### config.mk
export PLATFORM = sky130hd
export DESIGN_NAME = regfile_sequencer
export DESIGN_NICKNAME = d
export VERILOG_FILES = /design/src/rtl/regfile_seq_pkg.sv /design/src/rtl/regfile_seq_timer.sv /design/src/rtl/regfile_sequencer.sv
export SDC_FILE = /design/constraint.sdc
export NUM_CORES = 1
export LEC_CHECK = 0
export BUFFER_PORTS_ARGS = -buffer_cell sky130_fd_sc_hd__buf_2
export CELL_PAD_IN_SITES_DETAIL_PLACEMENT = 1
export CELL_PAD_IN_SITES_GLOBAL_PLACEMENT = 2
export CORE_MARGIN = 2
export CORE_UTILIZATION = 37
export DETAILED_ROUTE_END_ITERATION = 10
export HOLD_SLACK_MARGIN = 0.05
export PLACE_DENSITY_LB_ADDON = 0.1
export SLEW_MARGIN = 15
export SYNTH_ARGS = -nofsm -noshare
export SYNTH_HDL_FRONTEND = slang
export SYNTH_SLANG_ARGS = --single-unit
export TNS_END_PERCENT = 10
### constraint.sdc
create_clock -name clk -period 4.4 [get_ports clk]
set_input_delay 0.44 -clock clk [delete_from_list [all_inputs] [get_ports clk]]
set_output_delay 0.44 -clock clk [all_outputs]
set_load 0.02 [all_outputs]
### src/rtl/regfile_seq_pkg.sv
`default_nettype none
// ============================================================================
// regfile_seq_pkg
// Shared types for the 8085 register-pair file sequencer.
// Revision: 1.0
// ============================================================================
package regfile_seq_pkg;

  localparam int OP_W  = 3;
  localparam int SEL_W = 3;
  localparam int STB_W = 6;

  localparam int STB_RREG_RD = 0;
  localparam int STB_LREG_RD = 1;
  localparam int STB_RREG_WR = 2;
  localparam int STB_LREG_WR = 3;
  localparam int STB_DREG_RD = 4;
  localparam int STB_DREG_WR = 5;

  typedef enum logic [OP_W-1:0] {
    OP_RD_LO   = 3'd0,
    OP_RD_HI   = 3'd1,
    OP_RD_PAIR = 3'd2,
    OP_WR_LO   = 3'd3,
    OP_WR_HI   = 3'd4,
    OP_WR_PAIR = 3'd5,
    OP_INCDEC  = 3'd6,
    OP_ADDR    = 3'd7
  } op_e;

  typedef enum logic [SEL_W-1:0] {
    SEL_BC = 3'd0,
    SEL_DE = 3'd1,
    SEL_HL = 3'd2,
    SEL_WZ = 3'd3,
    SEL_PC = 3'd4,
    SEL_SP = 3'd5
  } sel_e;

  typedef enum logic [2:0] {
    ST_IDLE  = 3'd0,
    ST_SETUP = 3'd1,
    ST_STRB  = 3'd2,
    ST_GAP   = 3'd3,
    ST_DONE  = 3'd4
  } state_e;

  function automatic logic sel_legal(input logic [SEL_W-1:0] sel);
    return sel <= SEL_W'(SEL_SP);
  endfunction

  function automatic logic is_two_phase(input op_e op);
    return op inside {OP_RD_PAIR, OP_WR_PAIR, OP_INCDEC};
  endfunction

  // Pair ops and INCDEC use the low/read strobe first, the high/write strobe second.
  function automatic logic [STB_W-1:0] strobe_for(input op_e op, input logic second);
    logic [STB_W-1:0] s;
    s = '0;
    case (op)
      OP_RD_LO:   s[STB_RREG_RD] = 1'b1;
      OP_RD_HI:   s[STB_LREG_RD] = 1'b1;
      OP_RD_PAIR: s[second ? STB_LREG_RD : STB_RREG_RD] = 1'b1;
      OP_WR_LO:   s[STB_RREG_WR] = 1'b1;
      OP_WR_HI:   s[STB_LREG_WR] = 1'b1;
      OP_WR_PAIR: s[second ? STB_LREG_WR : STB_RREG_WR] = 1'b1;
      OP_INCDEC:  s[second ? STB_DREG_WR : STB_DREG_RD] = 1'b1;
      OP_ADDR:    s[STB_DREG_RD] = 1'b1;
      default:    s = '0;
    endcase
    return s;
  endfunction

endpackage
`default_nettype wire

### src/rtl/regfile_seq_timer.sv
`default_nettype none
// ============================================================================
// regfile_seq_timer
// Loadable down-counter; expire_o is high while the count equals 1.
// Revision: 1.0
// ============================================================================
module regfile_seq_timer #(
  parameter int W = 1
) (
  input  logic         clk,
  input  logic         rst,
  input  logic         load_i,
  input  logic [W-1:0] value_i,
  output logic         expire_o
);

  logic [W-1:0] cnt_q, cnt_d;

  always_comb begin
    cnt_d = cnt_q;
    if (load_i) begin
      cnt_d = value_i;
    end else if (cnt_q > W'(1)) begin
      cnt_d = cnt_q - W'(1);
    end
  end

  always_ff @(posedge clk or posedge rst) begin
    if (rst) begin
      cnt_q <= '0;
    end else begin
      cnt_q <= cnt_d;
    end
  end

  assign expire_o = (cnt_q == W'(1));

endmodule
`default_nettype wire

### src/rtl/regfile_sequencer.sv
`default_nettype none
// ============================================================================
// regfile_sequencer
// Expands register-pair commands into registered select/mode/strobe waveforms.
// Revision: 1.0
// ============================================================================
module regfile_sequencer
  import regfile_seq_pkg::*;
#(
  parameter int SETUP    = 1,
  parameter int STROBE_W = 1
) (
  input  logic             clk,
  input  logic             rst,
  input  logic             cmd_valid,
  output logic             cmd_ready,
  input  logic [OP_W-1:0]  cmd_op,
  input  logic [SEL_W-1:0] cmd_sel,
  input  logic             cmd_dec,
  input  logic             cmd_two,
  output logic             busy,
  output logic             done,
  output logic             err,
  output logic             bc_rw,
  output logic             de_rw,
  output logic             hl_rw,
  output logic             wz_rw,
  output logic             pc_rw,
  output logic             sp_rw,
  output logic             rreg_rd,
  output logic             lreg_rd,
  output logic             rreg_wr,
  output logic             lreg_wr,
  output logic             dreg_rd,
  output logic             dreg_wr,
  output logic             dreg_inc,
  output logic             dreg_dec,
  output logic             dreg_cnt,
  output logic             dreg_cnt2
);

  localparam int DWELL_MAX = (SETUP > STROBE_W) ? SETUP : STROBE_W;
  localparam int TW        = $clog2(DWELL_MAX + 1);

  state_e           state_q, state_d;
  op_e              op_q, op_d;
  logic [SEL_W-1:0] sel_q, sel_d;
  logic             dec_q, dec_d, two_q, two_d, phase_q, phase_d;
  logic             tmr_load, tmr_expire;
  logic [TW-1:0]    tmr_value;

  logic [5:0]       rw_q, rw_d;
  logic [STB_W-1:0] stb_q, stb_d;
  logic [3:0]       mode_q, mode_d;
  logic             ready_q, ready_d, busy_q, busy_d, done_q, done_d, err_q, err_d;

  always_comb begin
    state_d = state_q;
    op_d    = op_q;
    sel_d   = sel_q;
    dec_d   = dec_q;
    two_d   = two_q;
    phase_d = phase_q;
    case (state_q)
      ST_IDLE: begin
        if (cmd_valid && cmd_ready) begin
          op_d    = op_e'(cmd_op);
          sel_d   = cmd_sel;
          dec_d   = cmd_dec;
          two_d   = cmd_two;
          phase_d = 1'b0;
          state_d = sel_legal(cmd_sel) ? ST_SETUP : ST_DONE;
        end
      end
      ST_SETUP: if (tmr_expire) state_d = ST_STRB;
      ST_STRB:  if (tmr_expire) state_d = ST_GAP;
      ST_GAP: begin
        if (phase_q || !is_two_phase(op_q)) begin
          state_d = ST_DONE;
        end else begin
          phase_d = 1'b1;
          state_d = ST_SETUP;
        end
      end
      ST_DONE: state_d = ST_IDLE;
      default: state_d = ST_IDLE;
    endcase
  end

  // Every state entry reloads the dwell; GAP and DONE are single-cycle.
  assign tmr_load  = (state_d != state_q);
  assign tmr_value = (state_d == ST_SETUP) ? TW'(SETUP)    :
                     (state_d == ST_STRB)  ? TW'(STROBE_W) : TW'(1);

  regfile_seq_timer #(
    .W (TW)
  ) u_timer (
    .clk      (clk),
    .rst      (rst),
    .load_i   (tmr_load),
    .value_i  (tmr_value),
    .expire_o (tmr_expire)
  );

  // Outputs are decoded from next-state values so the flops line up with the state.
  always_comb begin
    rw_d    = '0;
    stb_d   = '0;
    mode_d  = '0;
    ready_d = (state_d == ST_IDLE);
    busy_d  = (state_d != ST_IDLE);
    done_d  = (state_d == ST_DONE);
    err_d   = (state_d == ST_DONE) && !sel_legal(sel_d);
    if (state_d inside {ST_SETUP, ST_STRB, ST_GAP}) begin
      case (sel_d)
        SEL_BC:  rw_d[0] = 1'b1;
        SEL_DE:  rw_d[1] = 1'b1;
        SEL_HL:  rw_d[2] = 1'b1;
        SEL_WZ:  rw_d[3] = 1'b1;
        SEL_PC:  rw_d[4] = 1'b1;
        SEL_SP:  rw_d[5] = 1'b1;
        default: rw_d    = '0;
      endcase
      if (op_d == OP_INCDEC) mode_d = {!dec_d, dec_d, !two_d, two_d};
      if (state_d == ST_STRB) stb_d = strobe_for(op_d, phase_d);
    end
  end

  always_ff @(posedge clk or posedge rst) begin
    if (rst) begin
      state_q <= ST_IDLE;
      op_q    <= OP_RD_LO;
      sel_q   <= '0;
      dec_q   <= 1'b0;
      two_q   <= 1'b0;
      phase_q <= 1'b0;
      rw_q    <= '0;
      stb_q   <= '0;
      mode_q  <= '0;
      ready_q <= 1'b0;
      busy_q  <= 1'b0;
      done_q  <= 1'b0;
      err_q   <= 1'b0;
    end else begin
      state_q <= state_d;
      op_q    <= op_d;
      sel_q   <= sel_d;
      dec_q   <= dec_d;
      two_q   <= two_d;
      phase_q <= phase_d;
      rw_q    <= rw_d;
      stb_q   <= stb_d;
      mode_q  <= mode_d;
      ready_q <= ready_d;
      busy_q  <= busy_d;
      done_q  <= done_d;
      err_q   <= err_d;
    end
  end

  assign cmd_ready = ready_q;
  assign busy      = busy_q;
  assign done      = done_q;
  assign err       = err_q;
  assign {sp_rw, pc_rw, wz_rw, hl_rw, de_rw, bc_rw} = rw_q;
  assign rreg_rd   = stb_q[STB_RREG_RD];
  assign lreg_rd   = stb_q[STB_LREG_RD];
  assign rreg_wr   = stb_q[STB_RREG_WR];
  assign lreg_wr   = stb_q[STB_LREG_WR];
  assign dreg_rd   = stb_q[STB_DREG_RD];
  assign dreg_wr   = stb_q[STB_DREG_WR];
  assign {dreg_inc, dreg_dec, dreg_cnt, dreg_cnt2} = mode_q;

endmodule
`default_nettype wire

# Word level (Yosys, flattened, before mapping)
# Cells that the tools add are included.
# W data, S select, Z words.
dict set report totals {
  word_cells 110
  input_bits 11
  regBits 33
  output_inout_bits 20
}
dict set report op_classes {
  reduce_logical 18
  n_addsub 1
  n_eq_ne 23
  n_lt_le_gt_ge 9
  muxes 45
}
# operator n
set op_table {}
lappend op_table {{$eq A3 B2 Y1 const B} 9}
lappend op_table {{$eq A3 B3 Y1 const B} 9}
lappend op_table {{$mux W3} 9}
lappend op_table {{$mux W1} 20}
lappend op_table {{$pmux W1 S4} 5}
lappend op_table {{$mux W6} 3}
lappend op_table {{$eq A3 B1 Y1 const B} 4}
lappend op_table {{$logic_not A3 Y1} 4}
lappend op_table {{$pmux W3 S4} 1}
lappend op_table {{$demux W1 S3} 3}
lappend op_table {{$reduce_bool A3 Y1} 3}
lappend op_table {{$mux W4} 2}
lappend op_table {{$le A3 B3 Y1 const B} 2}
lappend op_table {{$logic_and A1 B1 Y1} 5}
lappend op_table {{$logic_not A1 Y1} 4}
lappend op_table {{$lt A1 B4 Y1 const B} 1}
lappend op_table {{$lt A2 B4 Y1 const B} 1}
lappend op_table {{$lt A3 B4 Y1 const B} 1}
lappend op_table {{$ge A3 B1 Y1 const B} 1}
lappend op_table {{$ne A3 B3 Y1} 1}
lappend op_table {{$pmux W1 S3} 1}
lappend op_table {{$ge A2 B1 Y1 const B} 1}
lappend op_table {{$pmux W1 S2} 1}
lappend op_table {{$reduce_bool A2 Y1} 1}
lappend op_table {{4 further kinds} 4}

# Longest topological paths before layout
# Gate-level depths: netlist of run 1.
dict set report logic_depth {
  depth_word 14
  ltp_mapped 6
  mapped_depth_nobuf 5
}

# Modules after synthesis
# A second synthesis of run 1 with hierarchy kept.
dict set report hier_totals {
  cells_unflattened 135
  area_unflattened_um2 1542.7
}
# module n_inst cells_each seq_area_each_um2 area_per_inst_um2
set by_module_without_submodules {}
lappend by_module_without_submodules {regfile_sequencer 1 132 800.8 1498.9}
lappend by_module_without_submodules {regfile_seq_timer 1 3 25.0 43.8}

# Least setup slack after synthesis of run 1
# Ideal clock, no wire load.
dict set report synth_path {
  kind {register -> register}
  start {register state_q[1]}
  end {register stb_q[4]}
  arrival_ps 1727
  path_buffers 2
  period_less_slack_ps 1821
  setup_slack_ps 2579
  path_stages_with_launch 6
  cell_sequence {dfrtp_1 > buf_2 > nor4_4 > buf_4 > mux2_2 > a211oi_1}
}
dict set report synth_between {
  elab_chain_cells 10
}
# element line
set synth_lines {}
lappend synth_lines {{start: declaration} regfile_sequencer.sv:45} ;# state_e state_q, state_d;
lappend synth_lines {{start signal: assignment} regfile_sequencer.sv:145} ;# state_q <= state_d;
lappend synth_lines {{$eq A3 B2 Y1 / $logic_not A3 Y1 (equally long branches)} regfile_sequencer.sv:64} ;# case (state_q)
lappend synth_lines {{$pmux W1 S2} regfile_sequencer.sv:64}
lappend synth_lines {{$mux W1} {regfile_seq_pkg.sv:63, regfile_seq_pkg.sv:66, regfile_seq_pkg.sv:67}}
lappend synth_lines {{$lt A3 B4 Y1 (not written as such), or another cell as far along} regfile_seq_pkg.sv:67} ;# OP_INCDEC: s[second ? STB_DREG_WR : STB_DREG_RD] = 1'b1;
lappend synth_lines {{$logic_and A1 B1 Y1, on equally long branches} {regfile_seq_pkg.sv:67, regfile_seq_pkg.sv:63, regfile_seq_pkg.sv:66}}
lappend synth_lines {{$mux W1, on equally long branches} {regfile_seq_pkg.sv:67, regfile_seq_pkg.sv:63, regfile_seq_pkg.sv:66}}
lappend synth_lines {{$demux W1 S3, on equally long branches} {regfile_seq_pkg.sv:67, regfile_seq_pkg.sv:63, regfile_seq_pkg.sv:66}}
lappend synth_lines {{$pmux W1 S4} regfile_seq_pkg.sv:60} ;# case (op)
lappend synth_lines {{$mux W6} regfile_sequencer.sv:125} ;# if (state_d == ST_STRB) stb_d = strobe_for(op_d, phase_d);
lappend synth_lines {{$mux W6 (*)} regfile_sequencer.sv:114} ;# if (state_d inside {ST_SETUP, ST_STRB, ST_GAP}) begin
lappend synth_lines {{named net stb_d[4]} regfile_sequencer.sv:53} ;# logic [STB_W-1:0] stb_q, stb_d;
lappend synth_lines {{end signal: assignment} regfile_sequencer.sv:152} ;# stb_q <= stb_d;
lappend synth_lines {{end: declaration} regfile_sequencer.sv:53}
# The timed path passes the listed nets; every way through them passes the cells marked *.
# A chain may end at the register's enable or synchronous reset.

# Final worst setup path of run 1
dict set report layout_path {
  start {register state_q[1]}
  end {register stb_q[3]}
}
# element line
set layout_rtl {}
lappend layout_rtl {{$logic_not A3 Y1 (*)} regfile_sequencer.sv:64}
lappend layout_rtl {{$mux W3 (*)} regfile_sequencer.sv:64}
lappend layout_rtl {{named net op_d[0]} regfile_sequencer.sv:46} ;# op_e op_q, op_d;
lappend layout_rtl {{$eq A3 B3 Y1 / $eq A3 B2 Y1 (equally long branches)} regfile_seq_pkg.sv:60}
lappend layout_rtl {{$pmux W1 S4 (*)} regfile_seq_pkg.sv:60}
lappend layout_rtl {{$mux W6 (*)} regfile_sequencer.sv:125}
lappend layout_rtl {{$mux W6 (*)} regfile_sequencer.sv:114}
lappend layout_rtl {{named net stb_d[3]} regfile_sequencer.sv:53}
# Marks and branches as above.

==> flow_metrics.tcl, run 1 <==
set metrics [dict create \
    fin_util_pct 44.8 \
    drive_above_1_share_pct 32.1 \
    rr_worst_depth 4 \
    pwr-share-comb_pct 42.0 \
    fin_skew_ns 0.00434 \
    gp_congestion 0.745 \
    ys_ff_latch 33 \
    ios 31 \
    clock-sinks 33 \
    mostFrequentLayoutCells "dfrtp_1, buf_2, a21oi_1" \
    dp_hpwl_um 2410 \
    internal_power_mw 0.735 \
    syn_inst 126 \
    io_buffers 30 \
    row_count 23 \
    clk_pin_slew_ns 0.06 \
    routed_wl_um 3390 \
    power_mw 1.25 \
    fin_crit_sh_pct 54.3 \
    grt_use_total_pct 17.3 \
    p_leak_nw 0.884 \
    outcome "complete, no violations" \
    yosysUniqueCellTypes 40 \
    yosys_warnings 0 \
    worstPathMaxFanout 16 \
    start_util_pct 38.0 \
    dieArea_mm2 0.00460 \
    layout.nets 170 \
    core_area_mm2 0.00397 \
    peakVddDrop_v 0.000310 \
    grt_max_degree 34 \
    synth_area_mm2 0.00151 \
    cts-resized-gates 0 \
    antenna_found_initial 0 \
    root_buffer "clkbuf_8" \
    finalMaxSlewViolations 0 \
    layout_commonest_cell "dfrtp_1" \
    drtPass1Iterations 4 \
    p_sw_mw 0.514 \
    p_seq_share_pct 39.9 \
    grt_pass1_wl_um 5670 \
    syn_to_final_growth_pct 18.1 \
    hold_path_class "in -> async" \
    syn_nets 137 \
    drt_iter0_markers 52 \
    setup_viol 0 \
    finalHoldViolCount 0 \
    clk_path_buf_depth 2 \
    routedWlPerCell_um 16.2 \
    die_h_um 67.8 \
    cts_made_buffers 5 \
    grt_pass1_vias 1106 \
    pwr-share-clk_pct 18.2 \
    fp.dieW_um 67.8 \
    diodes 0 \
    syn_area_per_cell_um2 12.0 \
    async_flop_share_pct 100 \
    htree_levels 2 \
    ant_nets 0 \
    critPathCaptureType "flop" \
    timing.final.crit_period_ns 2.39 \
    clock_latency_ns 0.28 \
    rsz0062_at_grt "false" \
    criticalPathCategory "reg -> reg" \
    critical_path_required_ns 4.57 \
    vias 1096 \
    fillers 444 \
    overflow 0 \
    post_cts_buffers 0 \
    tightest_slew_ns 1.04 \
    synth_edf_count 0 \
    ys_seq_area_share_pct 54.8 \
    drc 0 \
    tns_ns 0 \
    crit_path_start_kind "flop" \
    max_cap_viol_count 0 \
    swShare_pct 41.2 \
    cp.arrival_ns 2.56 \
    max_freq_mhz 418 \
    cts_tree "done" \
    max-slew-margin-rel_pct 30.2 \
    power.density_mw_per_mm2 701 \
    vias_per_cell 5.24 \
    ctsHoldBuffers 0 \
    synth_ff_type "dfrtp_1" \
]
-- worst max-delay path, cell delays in order, from the launching register on --
cell and delay (ns):
dfrtp_1 0.50, nor4_4 0.95, mux2i_1 0.38, inv_1 0.15, a221oi_1 0.29
-- cells in the mapped netlist, types with 2 or more instances --
| cell type | count | area share (%) |
|---|---|---|
| nand3b_1 | 5 | 2.5 |
| o211ai_1 | 2 | 1.0 |
| nor2_1 | 7 | 1.7 |
| mux2_2 | 6 | 4.5 |
| nand2_1 | 7 | 1.7 |
| a21boi_0 | 2 | 1.0 |
| and3b_1 | 2 | 1.2 |
| mux2i_1 | 6 | 4.0 |
| nor2b_1 | 2 | 0.83 |
| nand2b_1 | 4 | 1.7 |
| inv_1 | 8 | 2.0 |
| dfrtp_1 | 33 | 55 |
| buf_2 | 3 | 1.0 |
| a211oi_1 | 3 | 1.5 |
| a21oi_1 | 9 | 3.0 |
| nor3_1 | 3 | 1.0 |
-- through the flow --
| step | cell area [µm²] | worst slack [ns] | std cells | hold slack [ns] |
|---|---|---|---|---|
| 6_report | 1780 | 2.01 | 209 | 0.242 |
| 5_1_grt | 1780 | 1.82 | 209 | 0.297 |
| 4_1_cts | 1780 | 1.98 | 209 | 0.257 |
| 3_5_place_dp | 1690 | 2.00 | 202 | 0.502 |
| 3_3_place_gp | 1690 | 2.12 | 202 | 0.492 |
| 2_1_floorplan | 1510 | 2.58 | 126 | 0.482 |
-- sequential cells by signal, indices dropped and copies added, names as in the netlist, 3 cells and up --
signal / count
rw_q: 6
op_q: 3
state_q: 3
stb_q: 6
mode_q: 4
sel_q: 3
-- cell type report --
type                    instances  area, µm²  area share (%)
well taps                      50       62.6            3.51
repair buffers                 31        158            8.85
flip-flops and latches         33        826            46.4
inverters                       9       33.8            1.90
multi-input cells              79        614            34.5
clock buffers                   7       86.3            4.85
-- logic make-up after synthesis --
logic type / synth area share [%]
flip-flops: 54.8
AO/OA/AOI/OAI: 16.8
AND/OR/NAND/NOR: 15.4
multiplexers: 8.46
buffers and inverters: 4.48
-- routing by layer --
layer  up-vias  wire (µm)  track usage (%)
li1        517          -                -
met1       549       1520             22.4
met2        23       1680             28.1
met3         7        128             4.61
met4         0         52             6.00
met5         -          0                0
-- power by group through the flow --
stage	logic (mW)	registers (mW)	clock network (mW)
floorplan	0.370	0.524	0
global placement	0.519	0.495	0
detailed placement	0.531	0.501	0
CTS	0.534	0.498	0.231
global route	0.578	0.516	0.249
finish	0.524	0.498	0.227
-- worst paths after layout --
path | from | endpoint | slack (ns)
max | state_q[1]$_DFF_PP0_ | stb_q[3]$_DFF_PP0_ | 2.01
min | rst | mode_q[2]$_DFF_PP0_ | 0.24
max reg2reg | state_q[1]$_DFF_PP0_ | stb_q[3]$_DFF_PP0_ | 2.01
min reg2reg | dec_q$_DFF_PP0_ | dec_q$_DFF_PP0_ | 0.51
max in group asynchronous | rst | stb_q[5]$_DFF_PP0_ | 3.85
min in group clk | cmd_two | two_q$_DFF_PP0_ | 0.43
Note: power is estimated with default switching activity, not from simulation.
==> run 2: changes to the inputs <==
- CORE_UTILIZATION: 37 -> 31
- clock period: 4.4 -> 2.1 ns (I/O delays scaled with it)
==> flow_metrics.tcl, run 2 (synthesis gave the netlist of run 1 again) <==
set metrics [dict create \
    layout_commonest_cell "dfrtp_1" \
    ant_nets 0 \
    ctsHoldBuffers 1 \
    root_buffer "clkbuf_8" \
    criticalPathCategory "reg -> reg" \
    worstHoldStart "cmd_dec" \
    drt_iter0_markers 70 \
    wl_met1_um 1680 \
    finalHoldViolCount 0 \
    clock-sinks 33 \
    start_util_pct 32.1 \
    diodes 0 \
    layout.nets 175 \
    rsz0062_at_grt "false" \
    core_area_mm2 0.00469 \
    grt_pass1_wl_um 5810 \
    vias 1117 \
    max-slew-margin-rel_pct 71.4 \
    peakVddDrop_v 0.000452 \
    grt_max_degree 34 \
    antenna_found_initial 0 \
    row_count 25 \
    dp_hpwl_um 2620 \
    cp.arrival_ns 2.15 \
    r2r_setup_slack_ns 0.12 \
    tightest_slew_ns 0.426 \
    dr_wl_met3_um 105 \
    drive_above_1_share_pct 34.5 \
    critical_path_required_ns 2.27 \
    power.density_mw_per_mm2 1490 \
    io_buffers 30 \
    fillers 527 \
    top_regs "rw_q: 6 flops, stb_q: 6 flops, mode_q: 4 flops" \
    cts-resized-gates 0 \
    routedWlPerCell_um 16.1 \
    hold_path_class "in -> reg" \
    pre_cts_ws_ns 0.122 \
    overflow 0 \
    setup_viol 0 \
    power_mw 2.73 \
    drtPass1Iterations 4 \
    critPathCaptureType "flop" \
    met2RoutedLength_um 1700 \
    max_freq_mhz 504 \
    outcome "complete, no violations" \
    ios 31 \
    clk_path_buf_depth 2 \
    rr_worst_depth 4 \
    finalMaxSlewViolations 0 \
    fin_crit_sh_pct 94.5 \
    cpMaxStageDelayCell "or4_4" \
    reg2reg_from "state_q[1]$_DFF_PP0_" \
    rr_endpoint "stb_q[0]$_DFF_PP0_" \
    drc 0 \
    gp_congestion 0.812 \
    worstPathMaxFanout 12 \
    fp.dieW_um 73.7 \
    clock_latency_ns 0.28 \
    clk_pin_slew_ns 0.06 \
    dieArea_mm2 0.00544 \
    syn_to_final_growth_pct 22.1 \
    die_h_um 73.7 \
    crit_path_max_incr_delay_ns 0.71 \
    cts_made_buffers 5 \
    timing.final.crit_period_ns 1.98 \
    tns_ns 0 \
    grt_use_total_pct 14.4 \
    htree_levels 2 \
    mostFrequentLayoutCells "dfrtp_1, buf_2, a21oi_1" \
    cp_cell_sequence "or4_4 -> a22oi_4 -> inv_2 -> a2111oi_4" \
    fin_skew_ns 0.00925 \
    routed_wl_um 3530 \
    crit_path_start_kind "flop" \
    grt_pass1_vias 1161 \
    hold_path_depth 2 \
    min_to "dec_q$_DFF_PP0_" \
    crit_path_start "state_q[1]$_DFF_PP0_" \
    highest_layer "met4" \
    vias_per_cell 5.10 \
    cts_tree "done" \
    max_cap_viol_count 0 \
    post_cts_buffers 0 \
    layout_setup_ws_ns 0.116 \
    p_leak_nw 0.918 \
]
-- run 2: cell count changes in the layout (fill, tap and decap cells not counted), sizes merged --
| cell | change |
|---|---|
| clkinv | +1 |
| dlygate4sd3 | +1 |
| buf | +4 |
-- run 2: worst max path at each step --
| stage | to | slack (ns) | depth (start not counted) |
|---|---|---|---|
| floorplan | stb_q[4]$_DFF_PP0_ | 0.28 | 5 |
| global placement | stb_q[0]$_DFF_PP0_ | 0.17 | 4 |
| detailed placement | stb_q[0]$_DFF_PP0_ | 0.12 | 4 |
| CTS | stb_q[0]$_DFF_PP0_ | 0.11 | 4 |
| finish | stb_q[0]$_DFF_PP0_ | 0.12 | 4 |
| global route | stb_q[0]$_DFF_PP0_ | 0.04 | 4 |
-- run 2: worst max-delay path, delay by kind of cell, from the launching register on --
| kind | cells | cell delay (ns) |
|---|---|---|
| buf+inv | 1 | 0.08 |
| flops | 1 | 0.50 |
| simple gates | 1 | 0.71 |
| compound gates | 2 | 0.59 |
-- run 2: through the flow --
stage               util, %  hold slack (ns)  area, µm²  cells
floorplan                 -            0.339       1510    126
global placement       36.9            0.311       1730    210
detailed placement     36.9            0.327       1730    210
CTS                    39.2            0.190       1840    219
global route           39.2            0.194       1840    219
finish                 39.2            0.200       1840    219
-- run 2: report_power, final --
| group | switching [mW] | internal [mW] |
|---|---|---|
| registers | 0.186 | 0.851 |
| clock network | 0.222 | 0.296 |
| logic | 0.697 | 0.480 |
| total | 1.11 | 1.63 |
-- run 2: layer usage --
| metal | vias up | GRT usage, % |
|---|---|---|
| met5 | - | 0 |
| li1 | 526 | - |
| met3 | 4 | 3.70 |
| met4 | 0 | 4.85 |
| met2 | 25 | 22.7 |
| met1 | 562 | 19.2 |
-- run 2: layout make-up --
cell class	count	area, µm²	share of cell area, %
timing repair buffer	36	198	10.7
sequential	33	826	44.9
inverter	9	33.8	1.84
clock inverter	1	5.00	0.272
tap	54	67.6	3.67
clock buffer	7	96.3	5.23
multi-input combinational	79	614	33.4
==> run 3: changes to the inputs <==
--- a/config.mk
+++ b/config.mk
@@ -12,6 +12,7 @@
 export CORE_UTILIZATION = 31
 export DETAILED_ROUTE_END_ITERATION = 10
-export HOLD_SLACK_MARGIN = 0.05
+export HOLD_SLACK_MARGIN = 0.1
 export PLACE_DENSITY_LB_ADDON = 0.1
+export SETUP_SLACK_MARGIN = 0.05
 export SLEW_MARGIN = 15
 export SYNTH_ARGS = -nofsm -noshare
==> constraint.sdc (replaced) <==
create_clock -name clk -period 2.1 [get_ports clk]
set_input_delay 0.315 -clock clk [delete_from_list [all_inputs] [get_ports clk]]
set_output_delay 0.315 -clock clk [all_outputs]
set_load 0.02 [all_outputs]
==> flow_metrics.tcl, run 3 (synthesis gave the netlist of run 1 again) <==
set metrics [dict create \
    outcome "complete, no violations" \
    max-slew-margin-rel_pct 71.0 \
    worstPathMaxFanout 12 \
    clk_pin_slew_ns 0.06 \
    setup_viol 0 \
    cp_cell_sequence "or4_4 -> a22oi_4 -> inv_2 -> a2111oi_4" \
    antenna_found_initial 0 \
    post_cts_buffers 0 \
    finalHoldViolCount 0 \
    clk_path_buf_depth 2 \
    routed_wl_um 3560 \
    r2r_setup_slack_ns 0.17 \
    hold_path_class "in -> async" \
    max_cap_viol_count 0 \
    grt_pass1_vias 1138 \
    die_h_um 73.7 \
    p_leak_nw 0.908 \
    drt_iter0_markers 54 \
    critPathCaptureType "flop" \
    start_util_pct 32.1 \
    cts_tree "done" \
    root_buffer "clkbuf_8" \
    timing.final.crit_period_ns 1.93 \
    ant_nets 0 \
    clock_latency_ns 0.28 \
    tns_ns 0 \
    overflow 0 \
    rr_endpoint "stb_q[0]$_DFF_PP0_" \
    fin_crit_sh_pct 91.9 \
    peakVddDrop_v 0.000444 \
    core_area_mm2 0.00469 \
    clock-sinks 33 \
    diodes 0 \
    grt_max_degree 34 \
    finalMaxSlewViolations 0 \
    dp_hpwl_um 2640 \
    path_buf_inv 1 \
    tightest_slew_ns 0.434 \
    io_buffers 30 \
    criticalPathCategory "reg -> reg" \
    htree_levels 2 \
    ctsHoldBuffers 0 \
    row_count 25 \
    grt_pass1_wl_um 5770 \
    crit_path_start_kind "flop" \
    seq_area_um2 827 \
    dieArea_mm2 0.00544 \
    ios 31 \
    multiInputGateArea_um2 614 \
    grt_use_total_pct 14.6 \
    cts-resized-gates 0 \
    crit_path_max_incr_delay_ns 0.65 \
    drtPass1Iterations 4 \
    path_delay_family "simple AND/OR/NAND/NOR gates" \
    rsz0062_at_grt "false" \
    drive_above_1_share_pct 34.3 \
    cp.arrival_ns 2.10 \
    critical_path_required_ns 2.27 \
    power.density_mw_per_mm2 1470 \
    vias_per_cell 5.05 \
    fp.dieW_um 73.7 \
    cts_made_buffers 5 \
    cpMaxStageDelayCell "or4_4" \
    top_regs "rw_q: 6 flops, stb_q: 6 flops, mode_q: 4 flops" \
    syn_to_final_growth_pct 21.1 \
    drc 0 \
    reg2reg_from "state_q[2]$_DFF_PP0_" \
    rr_worst_depth 4 \
    layout_commonest_cell "dfrtp_1" \
    mostFrequentLayoutCells "dfrtp_1, buf_2, a21oi_1" \
    max_freq_mhz 518 \
    power_mw 2.69 \
    fin_skew_ns 0.00509 \
    fin_util_pct 38.9 \
    vias 1111 \
    layout.nets 176 \
    fillers 544 \
    routedWlPerCell_um 16.2 \
    gp_congestion 0.816 \
]
run 3: cell count changes in the layout (fill, tap and decap cells not counted), sizes merged:
cell	delta
buf	+2
clkinv	-1
clkbuf	+1
dlygate4sd3	-1
run 3: power breakdown:
part           leakage [nW]  internal [mW]  total (mW)  switching [mW]
Sequential            0.426          0.854        1.03           0.172
Combinational         0.442          0.497        1.22           0.721
Clock                0.0395          0.235       0.445           0.210
Total                 0.908           1.59        2.69            1.10
run 3: final cells by class:
class                      instances  area share, %
clock buffer                       8           4.39
timing repair buffer              37           11.1
tap                               54           3.70
multi-input combinational         79           33.7
sequential                        33           45.3
inverter                           9           1.85
run 3: metrics by stage:
stage               cell area (µm²)  instances  hold slack (ns)  worst slack [ns]
floorplan                      1510        126            0.444             0.279
global placement               1740        212            0.420             0.204
detailed placement             1740        212            0.433             0.153
CTS                            1820        220            0.128             0.139
global route                   1830        220            0.160            0.0640
finish                         1830        220            0.116             0.171
run 3: layer usage:
layer	routed length, µm	vias up	track usage [%]
li1	-	531	-
met1	1660	560	18.7
met2	1760	18	23.2
met3	110	2	3.98
met4	27	0	6.06
met5	0	-	0
run 3: worst max path at each step:
| stage | endpoint | cells past startpoint | slack, ns | from |
|---|---|---|---|---|
| global route | rw_q[2]$_DFF_PP0_ | 6 | 0.06 | state_q[2]$_DFF_PP0_ |
| global placement | stb_q[0]$_DFF_PP0_ | 4 | 0.20 | state_q[0]$_DFF_PP0_ |
| CTS | stb_q[0]$_DFF_PP0_ | 4 | 0.14 | state_q[0]$_DFF_PP0_ |
| finish | stb_q[0]$_DFF_PP0_ | 4 | 0.17 | state_q[2]$_DFF_PP0_ |
| floorplan | stb_q[4]$_DFF_PP0_ | 5 | 0.28 | state_q[1]$_DFF_PP0_ |
| detailed placement | stb_q[0]$_DFF_PP0_ | 4 | 0.15 | state_q[0]$_DFF_PP0_ |
run 3: tightest hold or removal path, delay by kind of cell:
| family | cells | cell delay, ns |
|---|---|---|
| buffers and inverters | 3 | 0.50 |
